## src/rtl/chacha_xor_stream.sv

```systemverilog
// Keystream combiner: serializes 512-bit ChaCha20 pads into 32-bit words and
// XORs them onto a packetized Avalon-ST data stream, with CSR traffic counters.
module chacha_xor_stream #(
  parameter bit DISCARD_ON_EOP = 1'b1
) (
  input  logic         clock,
  input  logic         reset,
  input  logic [511:0] pad_data,
  input  logic         pad_valid,
  output logic         pad_ready,
  input  logic [31:0]  in_data,
  input  logic         in_valid,
  input  logic         in_sop,
  input  logic         in_eop,
  output logic         in_ready,
  output logic [31:0]  out_data,
  output logic         out_valid,
  output logic         out_sop,
  output logic         out_eop,
  input  logic         out_ready,
  input  logic         csr_read,
  input  logic         csr_write,
  input  logic [1:0]   csr_address,
  input  logic [31:0]  csr_writedata,
  output logic [31:0]  csr_readdata
);

  localparam logic [31:0] PROBE = 32'h5A3C_0E71;

  typedef enum logic {EMPTY, ACTIVE} state_t;

  state_t            state;
  logic [15:0][31:0] pad;
  logic [3:0]        idx;
  logic [31:0]       words_xored, pads_loaded, pads_discarded, rd_mux;
  logic              pad_loaded, pad_fire, xfer, eop_drop, leave;
  logic              unused_wdata;

  assign unused_wdata = ^csr_writedata;

  assign pad_loaded = (state == ACTIVE);
  // Ready is a pure function of local state so the pad sink never sees out_ready.
  assign pad_ready  = !pad_loaded && !reset;
  assign in_ready   = pad_loaded && (!out_valid || out_ready) && !reset;
  assign pad_fire   = pad_valid && pad_ready;
  assign xfer       = in_valid && in_ready;
  assign eop_drop   = in_eop && DISCARD_ON_EOP;
  assign leave      = (idx == 4'd15) || eop_drop;

  always_ff @(posedge clock) begin
    if (reset) begin
      state     <= EMPTY;
      idx       <= '0;
      out_valid <= 1'b0;
      out_data  <= '0;
      out_sop   <= 1'b0;
      out_eop   <= 1'b0;
    end else begin
      if (pad_fire) begin
        state <= ACTIVE;
        idx   <= '0;
      end
      if (xfer) begin
        out_data  <= in_data ^ pad[idx];
        out_sop   <= in_sop;
        out_eop   <= in_eop;
        out_valid <= 1'b1;
        idx       <= idx + 4'd1;
        if (leave) begin
          state <= EMPTY;
          idx   <= '0;
        end
      end else if (out_valid && out_ready) begin
        out_valid <= 1'b0;
      end
    end
  end

  always_ff @(posedge clock) begin
    if (pad_fire) pad <= pad_data;
  end

  // A write clears everything, taking priority over any same-cycle increment.
  always_ff @(posedge clock) begin
    if (reset || csr_write) begin
      words_xored    <= '0;
      pads_loaded    <= '0;
      pads_discarded <= '0;
    end else begin
      if (xfer)                             words_xored    <= words_xored + 32'd1;
      if (pad_fire)                         pads_loaded    <= pads_loaded + 32'd1;
      if (xfer && eop_drop && idx != 4'd15) pads_discarded <= pads_discarded + 32'd1;
    end
  end

  always_comb begin
    rd_mux = PROBE;
    case (csr_address)
      2'd0:    rd_mux = words_xored;
      2'd1:    rd_mux = pads_loaded;
      2'd2:    rd_mux = pads_discarded;
      default: rd_mux = PROBE;
    endcase
  end

  always_ff @(posedge clock) begin
    if (reset)         csr_readdata <= '0;
    else if (csr_read) csr_readdata <= rd_mux;
  end

endmodule
```

## config.mk

```make
export PLATFORM = sky130hd
export DESIGN_NAME = chacha_xor_stream
export DESIGN_NICKNAME = d
export VERILOG_FILES = /design/src/rtl/chacha_xor_stream.sv
export SDC_FILE = /design/constraint.sdc
export NUM_CORES = 1
export LEC_CHECK = 0
export BUFFER_PORTS_ARGS = -buffer_cell sky130_fd_sc_hd__clkbuf_2
export CAP_MARGIN = 20
export CORE_AREA = 2 2 256 258
export DETAILED_ROUTE_END_ITERATION = 7
export DIE_AREA = 0 0 258 260
export PLACE_DENSITY = 0.68
export SYNTH_ARGS = -nofsm -noshare
export SYNTH_HDL_FRONTEND = slang
export SYNTH_SLANG_ARGS = --single-unit
```

## constraint.sdc

```tcl
create_clock -name clock -period 28.6 [get_ports clock]
set_input_delay 2.86 -clock clock [delete_from_list [all_inputs] [get_ports clock]]
set_output_delay 2.86 -clock clock [all_outputs]
set_load 0.005 [all_outputs]
```

==> results of run 1 <==
worst max-delay path by stage:
stage | startpoint | endpoint | depth (start not counted)
detailed placement | reset | in_ready | 4
CTS | reset | in_ready | 4
floorplan | reset | pads_loaded[30]$_SDFFE_PP0P_ | 6
global placement | reset | in_ready | 4
global route | reset | in_ready | 4
finish | reset | in_ready | 4
synthesized netlist by cell type (all sizes together), types with 15 or more instances:
cell type | instances | area [um^2]
nor4 | 18 | 112.6
nor2 | 144 | 540.5
o21ai | 28 | 140.1
edfxtp | 512 | 15370
buf | 27 | 130.1
nand2 | 41 | 153.9
nand2b | 18 | 120.1
a21oi | 75 | 375.4
a211oi | 49 | 367.9
or3 | 22 | 137.6
nand4 | 24 | 150.1
mux2i | 115 | 1151
xnor2 | 66 | 578.1
mux4 | 128 | 2883
inv | 20 | 75.07
xor2 | 22 | 192.7
nand3 | 26 | 130.1
o221ai | 15 | 131.4
clkbuf | 71 | 266.5
dfxtp | 168 | 3363
stage by stage:
| stage | total power [uW] | cells | cell area (um^2) |
|---|---|---|---|
| 3_5_place_dp | 1239 | 3088 | 31130 |
| 2_1_floorplan | 1196 | 1688 | 27140 |
| 3_3_place_gp | 1234 | 3088 | 31130 |
| 6_report | 2168 | 3248 | 33660 |
| 4_1_cts | 2186 | 3222 | 33560 |
| 5_1_grt | 2238 | 3244 | 33650 |
per-layer routing:
| layer | GRT usage (%) | routed length (um) |
|---|---|---|
| met1 | 28.16 | 29250 |
| met2 | 38.96 | 40430 |
| met3 | 6.472 | 6431 |
| met4 | 9.265 | 2809 |
| met5 | 0 | 174 |
flip-flops by register name (all words and copies together) (netlist names), 4 cells and up:
| name | count |
|---|---|
| pad | 512 |
| csr_readdata | 32 |
| out_data | 32 |
| pads_discarded | 32 |
| pads_loaded | 32 |
| words_xored | 32 |
| idx | 4 |
cells by family (layout without fill, tap and decap cells):
group | count (synthesis) | after routing | synth area share [%]
and+or+nand+nor | 360 | 360 | 6.662
AOI/OAI and AO/OA | 185 | 185 | 4.246
DFF | 680 | 680 | 69.05
buffers and inverters | 118 | 799 | 1.738
xor gates and xnor gates | 88 | 88 | 2.840
muxes | 253 | 253 | 15.28
adders and majority gates | 4 | 4 | 0.1844
other | 0 | 24 | 0
final cells by class:
| class | count | share of cell area, % |
|---|---|---|
| sequential | 680 | 55.70 |
| multi-input combinational | 890 | 23.60 |
| timing repair buffer | 645 | 9.931 |
| clock buffer | 101 | 5.917 |
| tap | 855 | 3.178 |
| clock inverter | 33 | 1.279 |
| inverter | 20 | 0.2230 |
| antenna | 24 | 0.1784 |
cell usage in the layout, fill, tap and decap left out, types with 10 or more instances in the layout:
master	netlist	routed
clkbuf_1	71	22
and3_1	14	13
a211oi_1	49	49
nand2_1	41	41
mux4_2	128	128
a21oi_1	75	75
nor2_1	144	144
o221ai_1	15	15
xnor2_1	66	66
or4_1	10	10
nand2b_1	17	17
clkbuf_16	0	73
dfxtp_1	168	164
nor3_1	14	13
edfxtp_1	512	512
nand4_1	24	24
clkinv_2	0	10
clkbuf_2	0	622
mux2_2	10	10
diode_2	0	24
nand3_1	26	26
mux2i_1	115	115
o21ai_0	28	28
or3_1	22	22
nor4_1	18	18
xor2_1	22	22
buf_4	0	19
inv_1	20	20
power groups by stage:
stage | sequential, uW | clock, uW | combinational, uW
5_1_grt | 1120 | 1010 | 115
2_1_floorplan | 1150 | 0 | 45.5
6_report | 1110 | 949 | 105
3_3_place_gp | 1130 | 0 | 102
3_5_place_dp | 1130 | 0 | 105
4_1_cts | 1110 | 968 | 105
critical path, cell delays in order:
cell	delay, ns
buf_4	0.44
nand2b_4	0.28
nor2_1	0.07
clkbuf_2	0.14
==> results summary, run 1 <==
The endpoint of the worst register-to-register path is out_data[29]$_SDFFE_PP0P_. The post-layout net count came out at 2900. Post-CTS repair changed the size of 0 cells. The worst-margin pin slew came out at 1.141 ns. The tree is rooted in a clkbuf_16. In the final layout, the multi-input gates occupy 7944 um^2. The post-CTS setup repair buffer count came out at 0. For hold timing, the worst endpoint is out_eop$_SDFFE_PP0P_. The global-route total usage across every layer is 23.11%. The number of synthesized register bits is 680.

The total net switching power came out at 465.8 uW. The post-route antenna net violation count is 0. The floorplan core area is 64120 um^2.

The final count of pins violating max slew is 0. The startpoint identified for the worst hold timing path is out_eop$_SDFFE_PP0P_. Dividing the detail-routed via count by the number of cells gives 5.382. The largest clock skew in the final design came out at 0.02989 ns. The width of the chip came out at 258 um. The via count of the first global-routing pass came out at 17610. The detailed placer's ending HPWL is 57620 um. The final global-route overflow total is 0. The switching share of power came out at 21.49%. The flow ran to the end, and the final reports show no timing, DRC or antenna violations. The cell count of the worst hold path is 2. Entering global routing, the biggest net connects 216 pins. The number of port buffers is 623. The total routed wirelength came out at 79100 um. The worst-case reg-to-reg path depth is 7. The number of top-level design ports came out at 656. The internal power contribution came out at 1702 uW. The first detailed-routing pass took 5 iterations.

The worst flop-to-flop path startpoint is idx[2]$_SDFFE_PP0P_. For the worst-skew pair, the clock arrives at the later sink with an insertion delay of 0.63 ns. The number of buffers created by CTS is 72. Registers take 18750 um^2. The final worst-path cycle share came out at 23.28%. For this configuration, the core starts out at a cell density of 42.33%. The final total negative setup slack is 0 ns. In this run, the clock network consumes 43.8% of the power.

The sink count of the clock tree came out at 680. The register-to-register path setup slack is 24.87 ns. The mean routed wirelength per cell came out at 24.35 um. The maximum level of the CTS H-tree is 3. Of all nets on the critical path, the largest fanout is 41. The max-capacitance violation count came out at 0. The floorplan row count is 93.

The number of flops mapped to enable cells by yosys is 512. The layout overhead on the synthesized area came out at 24.05%. The vertical extent of the die came out at 260 um. The vias after detailed routing came out at 17480.

By startpoint and endpoint, the worst setup path is classified as in2out. The iteration-0 DRC count of the detailed router came out at 1720. At the end of routability-driven placement, the weighted congestion stood at 0.9731. The fraction of synthesis flops using an asynchronous set or reset pin is 0%. The post-route minimum period came out at 6.657 ns. Setup repair after global routing left no endpoint under its margin.

The net count after synthesis is 2279. The fraction of the yosys area taken by sequential cells is 69.05%. The setup violation total in the final timing report came out at 0. In this run, distinct cell masters in the synthesized netlist total 46. The final worst-path setup slack is 21.94 ns. The required time reported for the critical path endpoint is 25.74 ns. The arrival time at the worst endpoint is 3.80 ns. Prior to clock tree synthesis, the placed netlist has a worst setup slack of 21.94 ns. The startpoint type of the worst setup path is a primary input.

The leakage power came out at 0.01180 uW. Based on the critical path, the design can be clocked at up to 150.2 MHz. The worst slew margin relative to its limit is 23.92%. The number of antenna violations at the first check in global routing is 46. The worst vdd rail ir drop came out at 0.05489 mV. The average footprint of a synthesized cell is 16.08 um^2.

The number of inserted filler cells in the final layout is 5221. The kind of end point of the critical path is an output port. The register clock-pin slew on the reported worst setup and hold paths is 0.06 ns. The wire length of the first global-routing pass came out at 113200 um.

The path class of the tightest hold or removal check is reg2reg. Of the cells placed in the final design, the portion with a size suffix greater than 1 is 37.99%. After clock tree synthesis, the flow added hold-fix buffers numbering 0.

The core utilization of the finished layout is 52.51%. The total number of yosys warnings is 0. For this run, design rule violations remaining after detail routing come to 0. The hold violation count in the final report came out at 0.

Hold is met by 0.4618 ns. The sequential share of power came out at 51.4%. The cell area after technology mapping came out at 27140 um^2. The number of buffers between clock root and the deepest sink is 3. Dividing total power by cell area gives a power density of 64.39 nW/um^2. The die outline area is 67080 um^2.

The clock tree from TritonCTS is done. The cell count after synthesis is 1688. For this run, the leading register cell type out of synthesis is edfxtp_1. The combinational fraction of design power is 4.9%.
(Power assumes the default switching activity.)
==> inputs of run 2 (changes only) <==
==> constraint.sdc (replaced) <==
create_clock -name clock -period 5.8 [get_ports clock]
set_input_delay 0.58 -clock clock [delete_from_list [all_inputs] [get_ports clock]]
set_output_delay 0.58 -clock clock [all_outputs]
set_load 0.005 [all_outputs]
==> results summary, run 2 (synthesis results as in run 1) <==
The cell count of the worst hold path is 1 (-1). The worst-margin pin slew came out at 1.159 ns (+0.01770 ns). The worst slew margin relative to its limit is 22.74% (-1.2 points). The global-route total usage across every layer came out at 23.35% (+0.25 points).

The number of flip-flops in the largest register came out at 512 (unchanged). The area of combinational cells with multiple inputs was 7950 um^2 (about the same). The final weighted congestion of routability-driven global placement is 0.9309 (-4.3%).

The worst vdd rail ir drop is 0.2360 mV (+330%). The sequential share of power came out at 51.1% (-0.3 points). The most prevalent standard cell on the critical path is mux2i_1.

The die outline area is 67080 um^2 (unchanged). The layout cell share with drive strength beyond 1 was 38.31% (+0.32 points). The total net switching power came to 2284 uW (+390%). The leakage power is 0.01180 uW (about the same). The total of hold buffers inserted after clock tree synthesis is 0 (unchanged). The worst path needs 3.062 ns of the cycle, external delays included. The number of antenna violations at the first check in global routing is 49 (+6.5%). The library cells used most frequently in the layout, excluding fill and tap cells, are clkbuf_2 (622), edfxtp_1 (512), dfxtp_1 (164). The kind of critical path is reg2reg. The final worst-path setup slack is 2.738 ns (-19.21 ns). The arrival time at the worst endpoint is 3.59 ns (-0.21 ns). The worst setup slack after placement is 2.428 ns (-19.51 ns).

The width of the chip is 258 um (unchanged). The iteration-0 DRC count of the detailed router was 1500 (-13%). The detailed placer's ending HPWL came out at 58550 um (+1.6%). The wire length of the first global-routing pass came out at 113900 um (+0.63%). The setup violation total in the final timing report came out at 0 (unchanged). TritonCTS built the clock tree. The class of the tightest hold or removal check is in2reg. The required time reported for the critical path endpoint is 6.32 ns (-19.42 ns). The initial core utilization is 42.33% (unchanged).

Broken down by cell family, the worst path's largest delay share belongs to multiplexers. The number of detailed-routing iterations run before antenna repair was 5 (unchanged). The number of port buffers is 623 (unchanged). The vias after detailed routing came to 17400 (-0.45%). Setup repair after global routing left no endpoint under its margin. The kind of end point of the critical path is a flip-flop. The post-CTS setup repair buffer count is 0 (unchanged). The startpoint of the most critical setup path is idx[1]$_SDFFE_PP0P_. The sink count of the clock tree is 680 (unchanged). The post-detailed-route DRC marker count is 0 (unchanged).

The post-layout net count is 2896 (-0.14%). The library cell used most frequently in the layout, excluding fill and tap cells, is clkbuf_2. The max-capacitance violation count is 0 (unchanged). Traced cell by cell, the critical path runs through buf_12 -> mux4_2 -> mux2i_1 -> mux2i_1 -> xnor2_1 -> a211oi_1.

The fmax is 326.5 MHz. The uppermost layer routed is met5. The number of top-level design ports is 656 (unchanged). The largest net degree at the start of global routing is 199 (-7.9%).

The footprint of the flip-flops and latches is 18750 um^2 (unchanged). The total routed wirelength came to 79890 um (+1.0%). The combinational fraction of design power is 4.8% (about the same).

The root buffer cell chosen for the clock tree is clkbuf_16. The internal power contribution is 8451 uW (+400%). The number of inserted filler cells in the final layout came out at 5257 (+0.69%).

The register with the most flip-flops in the final layout is pad. The hold violation count in the final report came out at 0 (unchanged). The areal power density over the cells is 318.7 nW/um^2 (+400%). The layout overhead on the synthesized area came out at 24.10% (about the same). The largest clock skew in the final design is 0.03413 ns (+0.004237 ns). The routed metal-1 wire length is 29090 um (-0.54%).

In this run the most critical hold path is launched from pad_data[135]. The number of buffers and inverters on the critical path is 1 (-1). The count of placed standard cells including taps was 3087 (-0.032%).

The worst hold path terminates at pad[135]$_DFFE_PP_. The average via count per standard cell came out at 5.361 (-0.39%). The register clock-pin slew on the reported worst setup and hold paths came out at 0.07 ns (about the same).

The maximum cell stage delay along the critical path was 0.94 ns (+0.50 ns). The via count of the first global-routing pass is 17700 (+0.52%). The worst-case reg-to-reg path depth came out at 6 (-1). The final worst-path cycle share is 52.80%.

The number of standard cells in the final layout excluding fillers came out at 3246 (-0.062%). The endpoint of the worst register-to-register path is out_data[29]$_SDFFE_PP0P_. The switching share of power came out at 21.27% (-0.21 points).

The maximum level of the CTS H-tree came to 3 (unchanged). The vertical extent of the die came out at 260 um (unchanged). The worst flop-to-flop path startpoint is idx[1]$_SDFFE_PP0P_.

The number of instances resized during post-cts repair is 0 (unchanged). The wire length on met3 came to 6697 um (+4.1%). The final count of pins violating max slew came to 0 (unchanged). The number of buffers created by CTS was 70 (-2.8%). The post-route antenna net violation count was 0 (unchanged). The mean routed wirelength per cell is 24.61 um (+1.1%). The register-to-register path setup slack came out at 2.74 ns (-22.13 ns). The cell with the largest stage delay on the worst path is dfxtp_4. The flow ran to the end, and the final reports show no timing, DRC or antenna violations.

The source-to-sink clock delay at the later pin of the worst-skew pair is 0.63 ns (about the same). The final global-route overflow total came out at 0 (unchanged). The routed wire length on met2 came out at 41490 um (+2.6%).

The relative contribution of the clock network to total power is 44.0% (+0.2 points). The maximum fanout encountered on the critical timing path came to 49 (+20%). The number of buffers between clock root and the deepest sink is 3 (unchanged). The floorplan row count came out at 93 (unchanged). The final total negative setup slack is 0 ns (unchanged).

The floorplan core area was 64120 um^2 (unchanged). STA classifies the critical path startpoint as a flip-flop.
-- run 2: cell count changes in the layout (fill, tap and decap cells not counted), sizes merged, moves of 2 or more --
cell    delta
buf        -2
bufinv     +2
clkbuf     -5
inv        +3
clkinv     -6
diode      +5
-- run 2: how the worst max path moves through the flow --
stage	endpoint	cells past startpoint
floorplan	pads_loaded[30]$_SDFFE_PP0P_	6
global placement	pads_discarded[10]$_SDFFE_PP0P_	7
detailed placement	pads_discarded[10]$_SDFFE_PP0P_	7
CTS	out_data[29]$_SDFFE_PP0P_	6
global route	out_data[11]$_SDFFE_PP0P_	6
finish	out_data[29]$_SDFFE_PP0P_	6
-- run 2: cell type report --
| class | count | area share [%] |
|---|---|---|
| Sequential cell | 680 | 55.67 |
| Multi-Input combinational cell | 890 | 23.61 |
| Timing Repair Buffer | 643 | 9.919 |
| Clock buffer | 96 | 5.848 |
| Tap cell | 855 | 3.176 |
| Clock inverter | 33 | 1.337 |
| Inverter | 20 | 0.2229 |
| Antenna cell | 29 | 0.2155 |
-- run 2: through the flow --
step / area [um^2] / hold WS [ns] / power (uW) / util, %
floorplan: 27160 / 0.4463 / 5855 / -
global placement: 31160 / 0.4476 / 6087 / 48.60
detailed placement: 31160 / 0.4470 / 6109 / 48.60
CTS: 33580 / 0.08411 / 10810 / 52.37
global route: 33650 / 0.1031 / 11040 / 52.49
finish: 33680 / 0.1139 / 10740 / 52.53
-- run 2: metal layers --
layer  vias up  global-route usage [%]
met5         -                       0
met4        26                   9.473
met3       155                   6.735
met2       718                   40.14
met1      8660                   27.61
li1       7842                       -
-- run 2: power by group through the flow --
stage	combinational, uW	sequential [uW]	clock [uW]
floorplan	225	5630	0
global placement	504	5580	0
detailed placement	517	5590	0
CTS	519	5490	4810
global route	564	5500	4980
finish	517	5490	4730
-- run 2: worst reg2reg max path, stage by stage, from the launching register on --
cell and delay [ns]:
dfxtp_4 0.94, buf_12 0.48, mux4_2 0.65, mux2i_1 0.36, mux2i_1 0.16, xnor2_1 0.16, a211oi_1 0.21
